`src/rtl/mips_md_pkg.sv`:
```
`default_nettype none
// +----------------------------------------------------------------------------+
// | Module   : mips_md_pkg                                                     |
// | Brief    : Shared types and constants for the mult/div hazard controller   |
// | Revision : 1.0 - initial release                                           |
// +----------------------------------------------------------------------------+
package mips_md_pkg;

   typedef logic [1:0] mdState_t;

   localparam mdState_t c_IDLE = 2'd0;
   localparam mdState_t c_BUSY = 2'd1;
   localparam mdState_t c_WB   = 2'd2;

   localparam int c_MUL_LAT_DEF = 4;
   localparam int c_DIV_LAT_DEF = 32;

   // Minimum counter width able to hold max(mulLat, divLat) - 1.
   function automatic int cntWidth(input int mulLat, input int divLat);
      int maxLoad;
      maxLoad = ((mulLat > divLat) ? mulLat : divLat) - 1;
      if (maxLoad < 2)
         return 1;
      return $clog2(maxLoad + 1);
   endfunction

endpackage
`default_nettype wire

```
`src/rtl/md_lat_counter.sv`:
```
`default_nettype none
// +----------------------------------------------------------------------------+
// | Module   : md_lat_counter                                                  |
// | Brief    : Loadable down-counter with zero flag, stops at zero             |
// | Revision : 1.0 - initial release                                           |
// +----------------------------------------------------------------------------+
module md_lat_counter #(
   parameter int CNT_W = 6
) (
   input  logic             clk,
   input  logic             rst_n,
   input  logic             clr,
   input  logic             load,
   input  logic [CNT_W-1:0] loadVal,
   input  logic             dec,
   output logic [CNT_W-1:0] cnt,
   output logic             zero
);

   localparam logic [CNT_W-1:0] c_ONE = CNT_W'(1);

   logic [CNT_W-1:0] r_cnt;

   // Clear beats load beats decrement.
   always_ff @(posedge clk or negedge rst_n) begin
      if (!rst_n)
         r_cnt <= '0;
      else if (clr)
         r_cnt <= '0;
      else if (load)
         r_cnt <= loadVal;
      else if (dec && (r_cnt != '0))
         r_cnt <= r_cnt - c_ONE;
   end

   assign cnt  = r_cnt;
   assign zero = (r_cnt == '0);

endmodule
`default_nettype wire

```
`src/rtl/md_hazard_ctrl.sv`:
```
`default_nettype none
// +----------------------------------------------------------------------------+
// | Module   : md_hazard_ctrl                                                  |
// | Brief    : Mult/div unit scheduler and HI/LO hazard stall generator.       |
// |            Define MD_STALL_PERF_EN to add the md_stall_cycles counter.     |
// | Revision : 1.0 - initial release                                           |
// +----------------------------------------------------------------------------+
module md_hazard_ctrl
   import mips_md_pkg::*;
#(
   parameter int MUL_LAT = c_MUL_LAT_DEF,
   parameter int DIV_LAT = c_DIV_LAT_DEF,
   parameter int CNT_W   = 6
) (
   input  logic             clk,
   input  logic             rst_n,
   input  logic             ex_md_start,
   input  logic             ex_md_is_div,
   input  logic             ex_flush,
   input  logic             md_kill,
   input  logic             id_rd_hilo,
   input  logic             id_wr_hilo,
   input  logic             id_md_op,
   output logic             md_unit_start,
   output logic             md_hilo_we,
   output logic             md_busy,
   output logic             pipe_stall,
`ifdef MD_STALL_PERF_EN
   output logic [31:0]      md_stall_cycles,
`endif
   output logic [CNT_W-1:0] md_cnt
);

   localparam logic [CNT_W-1:0] c_MUL_LOAD = CNT_W'(MUL_LAT - 1);
   localparam logic [CNT_W-1:0] c_DIV_LOAD = CNT_W'(DIV_LAT - 1);

   mdState_t         r_state;
   mdState_t         w_nextState;
   logic             w_accept;
   logic             w_cntZero;
   logic             w_cntClr;
   logic             w_cntDec;
   logic [CNT_W-1:0] w_loadVal;

   assign w_accept  = (r_state == c_IDLE) && ex_md_start && !ex_flush && !md_kill;
   assign w_loadVal = ex_md_is_div ? c_DIV_LOAD : c_MUL_LOAD;
   assign w_cntClr  = (r_state == c_BUSY) && md_kill;
   assign w_cntDec  = (r_state == c_BUSY);

   md_lat_counter #(
      .CNT_W (CNT_W)
   ) u_latCounter (
      .clk     (clk),
      .rst_n   (rst_n),
      .clr     (w_cntClr),
      .load    (w_accept),
      .loadVal (w_loadVal),
      .dec     (w_cntDec),
      .cnt     (md_cnt),
      .zero    (w_cntZero)
   );

   // Kill beats completion in BUSY; once in WB the result is committed.
   always_comb begin
      w_nextState = r_state;
      case (r_state)
         c_IDLE: if (w_accept) w_nextState = c_BUSY;
         c_BUSY: begin
            if (md_kill)
               w_nextState = c_IDLE;
            else if (w_cntZero)
               w_nextState = c_WB;
         end
         c_WB:    w_nextState = c_IDLE;
         default: w_nextState = c_IDLE;
      endcase
   end

   always_ff @(posedge clk or negedge rst_n) begin
      if (!rst_n)
         r_state <= c_IDLE;
      else
         r_state <= w_nextState;
   end

   assign md_unit_start = w_accept;
   assign md_hilo_we    = (r_state == c_WB);
   assign md_busy       = (r_state != c_IDLE);
   // WB is included so MFHI/MFLO leaves ID no earlier than HI/LO is written.
   assign pipe_stall    = md_busy && (id_rd_hilo || id_wr_hilo || id_md_op);

`ifdef MD_STALL_PERF_EN
   logic [31:0] r_stallCycles;

   always_ff @(posedge clk or negedge rst_n) begin
      if (!rst_n)
         r_stallCycles <= '0;
      else if (pipe_stall && (r_stallCycles != 32'hFFFF_FFFF))
         r_stallCycles <= r_stallCycles + 32'd1;
   end

   assign md_stall_cycles = r_stallCycles;
`endif

endmodule
`default_nettype wire
```
`config.mk`:
```
export PLATFORM = sky130hd
export DESIGN_NAME = md_hazard_ctrl
export DESIGN_NICKNAME = d
export VERILOG_FILES = /design/src/rtl/mips_md_pkg.sv /design/src/rtl/md_lat_counter.sv /design/src/rtl/md_hazard_ctrl.sv
export SDC_FILE = /design/constraint.sdc
export NUM_CORES = 1
export LEC_CHECK = 0
export CELL_PAD_IN_SITES_DETAIL_PLACEMENT = 0
export CELL_PAD_IN_SITES_GLOBAL_PLACEMENT = 1
export CORE_MARGIN = 2
export CORE_UTILIZATION = 33
export CTS_CLUSTER_SIZE = 28
export DETAILED_ROUTE_END_ITERATION = 8
export PLACE_DENSITY = 0.88
export REMOVE_ABC_BUFFERS = 1
export SYNTH_ARGS = -nofsm -noshare
export SYNTH_HDL_FRONTEND = slang
export SYNTH_SLANG_ARGS = --single-unit
```
`constraint.sdc`:
```
create_clock -name clk -period 4.6 [get_ports clk]
set_clock_uncertainty 0.2 [all_clocks]
set_input_delay 0.69 -clock clk [delete_from_list [all_inputs] [get_ports clk]]
set_output_delay 0.69 -clock clk [all_outputs]
set_load 0.02 [all_outputs]
```
[Word-level counts from Yosys, hierarchy flattened]
Cells that the tools add are included.
Word-level totals
  register bits: 8
  input bits: 9
  output and inout bits: 10
  logic and storage cells: 31
Cells by class
  add/sub/neg operators: 1
  equal/unequal tests: 4
  muxes and demuxes: 8
  reductions and logical operators: 16
Operators by type and width (number)
  2-to-1 mux 6 bit: 3
  logical AND 1 bit: 6
  logical NOT 6 bit: 1
  2-to-1 mux 2 bit: 3
  nonzero test 6 bit: 1
  subtractor 6 x 1 -> 6 bit, second input constant: 1
  2-to-1 mux 5 bit: 1
  one-hot mux 2 bit (2 select lines): 1
  inequality test 3 bit, second input constant: 1
  nonzero test 3 bit: 1
  == test 2 x 1 -> 1 bit, second input constant: 1
  == test 2 bit, second input constant: 1
  logical NOT 1 bit: 2
  logical NOT 2 bit: 1
  logical OR 1 bit: 2
  inequality test 2 bit, second input constant: 1
  AND reduction 2 bit: 1
  nonzero test 2 bit: 1

[Depth between registers and ports, before layout]
Gate-level depths: netlist (run 1).
  depth after elaboration: 6
  mapped depth: 5
  mapped depth without buffers: 5

[Modules after synthesis]
From an unflattened synthesis (run 1), not the netlist that was laid out.
Unflattened totals
  cell total of the unflattened synthesis: 67
  area total of the unflattened synthesis: 601.8 µm²
Modules (own cells, without submodules)
  md_lat_counter: times used 1, cells an instance 53, area each 462.9 µm², sequential area each 150.1 µm²
  md_hazard_ctrl: times used 1, cells an instance 14, area each 138.9 µm², sequential area each 50.0 µm²

[Worst setup path before layout (run 1)]
No wires, ideal clock.
  path kind: input-to-output
  from: input md_kill
  to: output md_unit_start
  arrival time: 1.566 ns
  data required time: 3.710 ns
  setup slack: 2.144 ns
  stages on the path: 2
  buffers on the path: 0
  cell sequence: or4b_4 > nor2_1
Between the ends
  word-level cells in the longest chain between the ends: 2
Ends and longest elaborated chain
  start: declaration: line md_hazard_ctrl.sv:20  | input logic md_kill,
  logical NOT 1 bit: line md_hazard_ctrl.sv:45  | assign w_accept = (r_state == c_IDLE) && ex_md_start && !ex_flush && !md_kill;
  logical AND 1 bit: line md_hazard_ctrl.sv:45
  end: declaration: line md_hazard_ctrl.sv:24  | output logic md_unit_start,
No other way between the ends.

[Worst setup path after layout (run 1)]
Ends and elaborated chain as after synthesis.

==> flow_metrics.py, run 1 <==
metrics = {
    "status": {
        "status": "finished clean",
    },
    "routing": {
        "wl_per_cell_um": 13.3,
        "detail_route.wirelength_um": 1230,
        "num_vias": 514,
        "drtAntennaViolNets": 0,
        "drt_first_pass_iters": 4,
        "first_iter_violations": 11,
        "viasPerCell": 5.59,
        "drc": 0,
    },
    "power": {
        "finalPower_mw": 0.404,
        "ir_drop_v": 0.000238,
        "p_int_mw": 0.231,
        "p_per_area_nw_per_um2": 541,
        "power_frac_comb_pct": 54.6,
        "netSwitchingPower_mw": 0.174,
        "clockPowerShare_pct": 12.8,
        "p_leak_nw": 0.300,
        "pwr-share-seq_pct": 32.6,
        "switching_share_pct": 42.9,
    },
    "logic_synthesis": {
        "synthXorXnorAreaFrac_pct": 4.92,
        "syn_avg_cell_area_um2": 9.37,
        "synth.yosys.warnings": 0,
        "synth-seq-cells": 8,
        "ys_top_cells_by_area": "dfrtp_1 (37%), o211ai_1 (7.0%), a211oi_1 (5.6%)",
        "synth_top_family_by_area": "compound AO/OA/AOI/OAI gates",
        "synth.distinct_cells": 26,
        "synth_simple_gate_area_share_pct": 22.7,
        "syn_area_um2": 534,
        "synth_largest_area_cell": "dfrtp_1",
        "ys.flop_type": "dfrtp_1",
        "synth_compound_area_share_pct": 24.1,
        "synthCells": 57,
        "async_reset_ff_share_pct": 100,
        "synthMuxAreaShare_pct": 0,
        "seq_area_frac_synth_pct": 37.5,
        "synth_edf_count": 0,
        "synthTopCellsByCount": "dfrtp_1 (8), inv_1 (6), o211ai_1 (5)",
        "synth.most_common_cell": "dfrtp_1",
        "synth_fa_ha_area_share_pct": 4.68,
        "synth_top_area_share_pct": 37.5,
    },
    "floorplan": {
        "core_um2": 1510,
        "dieWidth_um": 44.2,
        "fp-row-count": 14,
        "start_util_pct": 35.5,
        "fp.dieArea_um2": 1960,
        "die_y_um": 44.2,
        "pin_count": 19,
    },
    "worst_setup_path": {
        "critPathArrivalTime_ns": 2.60,
        "crit_top_cell": "clkdlybuf4s50_1",
        "critPathMaxStageDelay_ns": 0.62,
        "critPathCaptureType": "output port",
        "required_ns": 3.71,
        "cp_num_buf_inv": 2,
        "critPathKind": "primary input to output port",
        "r2r_end": "u_latCounter.cnt[2]",
        "slowest_stage": "clkdlybuf4s50_1",
        "worst_r2r_path_depth": 5,
        "worst_path_dominant_cell_family": "buffers and inverters",
        "critPathMaxFanout": 7,
        "cp_cell_sequence": "clkdlybuf4s50_1 > or4b_4 > nor2_1 > clkdlybuf4s50_1",
        "regToRegStartpoint": "u_latCounter.cnt[0]",
        "worstSetupStartpointType": "primary input",
        "r2r_setup_slack_ns": 2.85,
    },
    "sta": {
        "hold_violations": 0,
        "maxSlewViolCount": 0,
        "rsz0062_at_grt": "no",
        "slew_headroom_pct": 62.9,
        "period_share_pct": 75.8,
        "holdWs_ns": 0.437,
        "setup_viol": 0,
        "fmax_mhz": 287,
        "worst_pin_slew_ns": 0.548,
        "setup_tns_ns": 0,
        "fin_crit_ns": 3.49,
    },
    "hold_path": {
        "worstHoldStart": "u_latCounter.cnt[5]",
        "holdPathEnd": "u_latCounter.cnt[5]",
        "hold_path_depth": 2,
        "hp-class": "flop to flop",
    },
    "cells_and_area": {
        "n_antenna_cell": 0,
        "multi_input_area_um2": 302,
        "fin_nets": 89,
        "area_growth_pct": 39.8,
        "drive_above_1_share_pct": 9.21,
        "nFillCells": 154,
        "final_cells": 92,
        "final_util_pct": 49.6,
        "ff_latch_area_um2": 200,
    },
    "clock_tree": {
        "cts_setup_buffers": 0,
        "cts_buffer_depth": 2,
        "cts-htree-levels": 1,
        "clkSinkCount": 8,
        "cts-resized-gates": 0,
        "clkTransAtPathRegs_ns": 0.05,
        "cts_tree": "built",
        "cts_made_buffers": 3,
        "worstSkewPairLatency_ns": 0.25,
        "postCtsHoldBufs": 0,
        "clockRootBuffer": "clkbuf_4",
    },
    "flow_run": {
        "maxCapViolCount": 0,
    },
    "grt": {
        "grt_max_degree": 11,
        "grt_pass1_wl_um": 2200,
        "track_usage_pct": 15.6,
        "antenna_found_initial": 0,
        "gr-total-overflow": 0,
        "grt_pass1_vias": 512,
    },
    "placed_design": {
        "portBuffers": 18,
        "dpl.cell_count": 89,
        "gp_routability_congestion": 0.772,
        "dpl.hpwl_um": 979,
    },
}
-- stage by stage --
step	worst slack [ns]	cell area, um2
final	1.11	747
after global routing	1.02	747
after CTS	1.11	747
after detailed placement	1.11	724
after global placement	1.14	724
after floorplan	2.14	524
-- worst max-delay path by stage --
stage	from	end	slack, ns	depth (start not counted)
floorplan	md_kill	md_unit_start	2.14	2
global placement	md_kill	md_unit_start	1.14	4
detailed placement	md_kill	md_unit_start	1.11	4
CTS	md_kill	md_unit_start	1.11	4
global route	md_kill	md_unit_start	1.02	4
finish	md_kill	md_unit_start	1.11	4
-- cell usage in the layout (no fill, tap or decap) --
master / n
a2111o_1: 1
a211o_2: 1
a211oi_1: 4
a21o_1: 1
a21oi_1: 2
clkbuf_4: 3
clkdlybuf4s50_1: 18
dfrtp_1: 8
ha_1: 2
inv_1: 6
nand2_1: 2
nand2b_1: 1
nand3_1: 2
nand4b_1: 1
nor2_1: 3
nor2b_1: 2
nor3_1: 2
nor3_2: 1
nor3b_1: 1
nor4b_1: 2
o211ai_1: 5
o21ai_0: 1
o221ai_1: 1
o31a_1: 1
or2_2: 1
or4b_4: 1
xnor2_1: 3
-- state kept, by name, summed over array words and instances, names as in the netlist --
name              cells
r_state               2
u_latCounter.cnt      6
-- cells by family after synthesis --
family | after synthesis
fa+ha+maj | 2
flops | 8
compound gates | 17
buf+inv | 8
xor+xnor | 3
simple gates | 19
-- final cells by class --
class / instances / share of cell area (%)
Inverter: 6 / 3.02
Clock buffer: 3 / 3.02
Timing Repair Buffer: 18 / 24.1
Multi-Input combinational cell: 41 / 40.4
Sequential cell: 8 / 26.8
Tap cell: 16 / 2.68
-- worst min-delay path, delay by kind of cell (launching register included) --
kind | cells | cell delay (ns)
AO/OA/AOI/OAI | 1 | 0.12
flip-flops | 1 | 0.41
AND/OR/NAND/NOR | 1 | 0.08
-- metal layers --
metal,up-vias,share of wire [%],track usage (%)
li1,251,-,-
met1,251,45,18.3
met2,10,50,25.9
met3,2,3.5,3.67
met4,0,1.5,9.09
met5,-,0,0
-- power groups by stage --
stage / Clock (mW) / Combinational (mW) / Sequential [mW]
3_5_place_dp: 0 / 0.221 / 0.134
2_1_floorplan: 0 / 0.111 / 0.154
5_1_grt: 0.0596 / 0.243 / 0.137
4_1_cts: 0.0549 / 0.222 / 0.133
6_report: 0.0519 / 0.221 / 0.132
3_3_place_gp: 0 / 0.219 / 0.134
(Power assumes the default switching activity.)
==> run 2, diff against run 1 <==
--- a/config.mk
+++ b/config.mk
@@ -8,10 +8,10 @@
 export CELL_PAD_IN_SITES_DETAIL_PLACEMENT = 0
 export CELL_PAD_IN_SITES_GLOBAL_PLACEMENT = 1
 export CORE_MARGIN = 2
-export CORE_UTILIZATION = 33
+export CORE_UTILIZATION = 31
 export CTS_CLUSTER_SIZE = 28
 export DETAILED_ROUTE_END_ITERATION = 8
-export PLACE_DENSITY = 0.88
+export PLACE_DENSITY = 0.84
 export REMOVE_ABC_BUFFERS = 1
 export SYNTH_ARGS = -nofsm -noshare
 export SYNTH_HDL_FRONTEND = slang
==> constraint.sdc (replaced) <==
create_clock -name clk -period 3.3 [get_ports clk]
set_clock_uncertainty 0.2 [all_clocks]
set_input_delay 0.495 -clock clk [delete_from_list [all_inputs] [get_ports clk]]
set_output_delay 0.495 -clock clk [all_outputs]
set_load 0.02 [all_outputs]
==> flow_metrics.py, run 2 (synthesis results as in run 1) <==
metrics = {
    "cells_and_area": {
        "largest_reg_flops": 6,
        "fin_area_um2": 754,
        "fin_nets": 90,
        "final_common_cell": "clkdlybuf4s50_1",
        "drive_above_1_share_pct": 10.4,
        "n_antenna_cell": 0,
        "area_growth_pct": 41.2,
        "mostFrequentLayoutCells": "clkdlybuf4s50_1 (18), dfrtp_1 (8), inv_1 (6)",
    },
    "clock_tree": {
        "cts-resized-gates": 0,
        "cts_made_buffers": 3,
        "clkSinkCount": 8,
        "cts_buffer_depth": 2,
        "cts_tree": "built",
        "cts_setup_buffers": 0,
        "postCtsHoldBufs": 0,
        "clkTransAtPathRegs_ns": 0.05,
        "cts-htree-levels": 1,
        "worstSkewPairLatency_ns": 0.25,
        "clockRootBuffer": "clkbuf_4",
    },
    "routing": {
        "drc": 0,
        "drtAntennaViolNets": 0,
        "drt_first_pass_iters": 4,
        "num_vias": 510,
        "detail_route.wirelength_um": 1320,
        "viasPerCell": 5.48,
        "first_iter_violations": 5,
        "wl_per_cell_um": 14.2,
    },
    "sta": {
        "hold_violations": 0,
        "fin_crit_ns": 2.99,
        "period_share_pct": 90.5,
        "setup_tns_ns": 0,
        "fmax_mhz": 335,
        "worst_pin_slew_ns": 0.587,
        "setup_viol": 0,
        "rsz0062_at_grt": "no",
        "slew_headroom_pct": 60.3,
        "maxSlewViolCount": 0,
    },
    "grt": {
        "grt_pass1_wl_um": 2180,
        "gr-total-overflow": 0,
        "track_usage_pct": 15.8,
        "grt_pass1_vias": 509,
        "antenna_found_initial": 0,
        "grt_max_degree": 11,
    },
    "status": {
        "status": "finished clean",
    },
    "floorplan": {
        "start_util_pct": 34.3,
        "core_um2": 1560,
        "fp-row-count": 14,
        "pin_count": 19,
        "die_y_um": 45.5,
        "dieWidth_um": 45.5,
        "fp.dieArea_um2": 2070,
    },
    "worst_setup_path": {
        "worstSetupStartpointType": "primary input",
        "critPathKind": "primary input to output port",
        "r2r_end": "u_latCounter.cnt[2]",
        "regToRegStartpoint": "u_latCounter.cnt[0]",
        "critPathCaptureType": "output port",
        "critPathMaxFanout": 5,
        "r2r_setup_slack_ns": 1.55,
        "worst_r2r_path_depth": 5,
        "required_ns": 2.60,
        "critPathArrivalTime_ns": 2.29,
    },
    "hold_path": {
        "hp-class": "primary input to async pin",
    },
    "power": {
        "netSwitchingPower_mw": 0.243,
        "power_frac_comb_pct": 54.5,
        "switching_share_pct": 43.0,
        "p_per_area_nw_per_um2": 750,
        "clockPowerShare_pct": 13.4,
        "p_leak_nw": 0.305,
        "p_int_mw": 0.322,
        "pwr-share-seq_pct": 32.2,
        "ir_drop_v": 0.000355,
    },
    "flow_run": {
        "maxCapViolCount": 0,
    },
    "placed_design": {
        "dpl.hpwl_um": 1010,
        "portBuffers": 18,
        "gp_routability_congestion": 0.818,
        "dpl_cell_area_um2": 732,
    },
}
[run 2: worst max path at each step]
stage,depth (start not counted),start,endpoint
2_1_floorplan,2,md_kill,md_unit_start
6_report,4,md_kill,md_unit_start
3_3_place_gp,4,md_kill,md_unit_start
3_5_place_dp,4,md_kill,md_unit_start
4_1_cts,4,md_kill,md_unit_start
5_1_grt,4,md_kill,md_unit_start
[run 2: metal layers]
metal | GRT usage (%) | routed length (um)
met5 | 0 | 0
met4 | 14.1 | 51
met3 | 3.97 | 46
met2 | 22.5 | 610
met1 | 19.1 | 617
[run 2: worst max-delay path: stages]
cell and delay, ns:
clkdlybuf4s50_1 0.44, or4b_4 0.58, nor2_1 0.15, clkdlybuf4s50_1 0.62
[run 2: layout make-up]
cell class	count	area, um2
sequential	8	200
multi-input combinational	41	302
tap	16	20.0
timing repair buffer	19	188
clock buffer	3	22.5
fill	154	805
inverter	6	22.5
[run 2: power by group through the flow]
stage               registers, mW  logic [mW]  clock network (mW)
floorplan                   0.215       0.155                   0
global placement            0.184       0.309                   0
detailed placement          0.184       0.311                   0
CTS                         0.183       0.312              0.0795
global route                0.188       0.345              0.0830
finish                      0.182       0.308              0.0756
[run 2: per-stage QoR]
step           hold slack [ns]  utilization (%)  setup WS, ns  power [mW]  instances
6_report                 0.328             48.4         0.314       0.566         93
3_5_place_dp             0.403             47.0         0.319       0.495         90
2_1_floorplan        -0.000591                -          1.23       0.370         55
5_1_grt                  0.358             48.4         0.256       0.616         93
3_3_place_gp             0.423             47.0         0.352       0.494         90
4_1_cts                  0.334             48.4         0.315       0.574         93
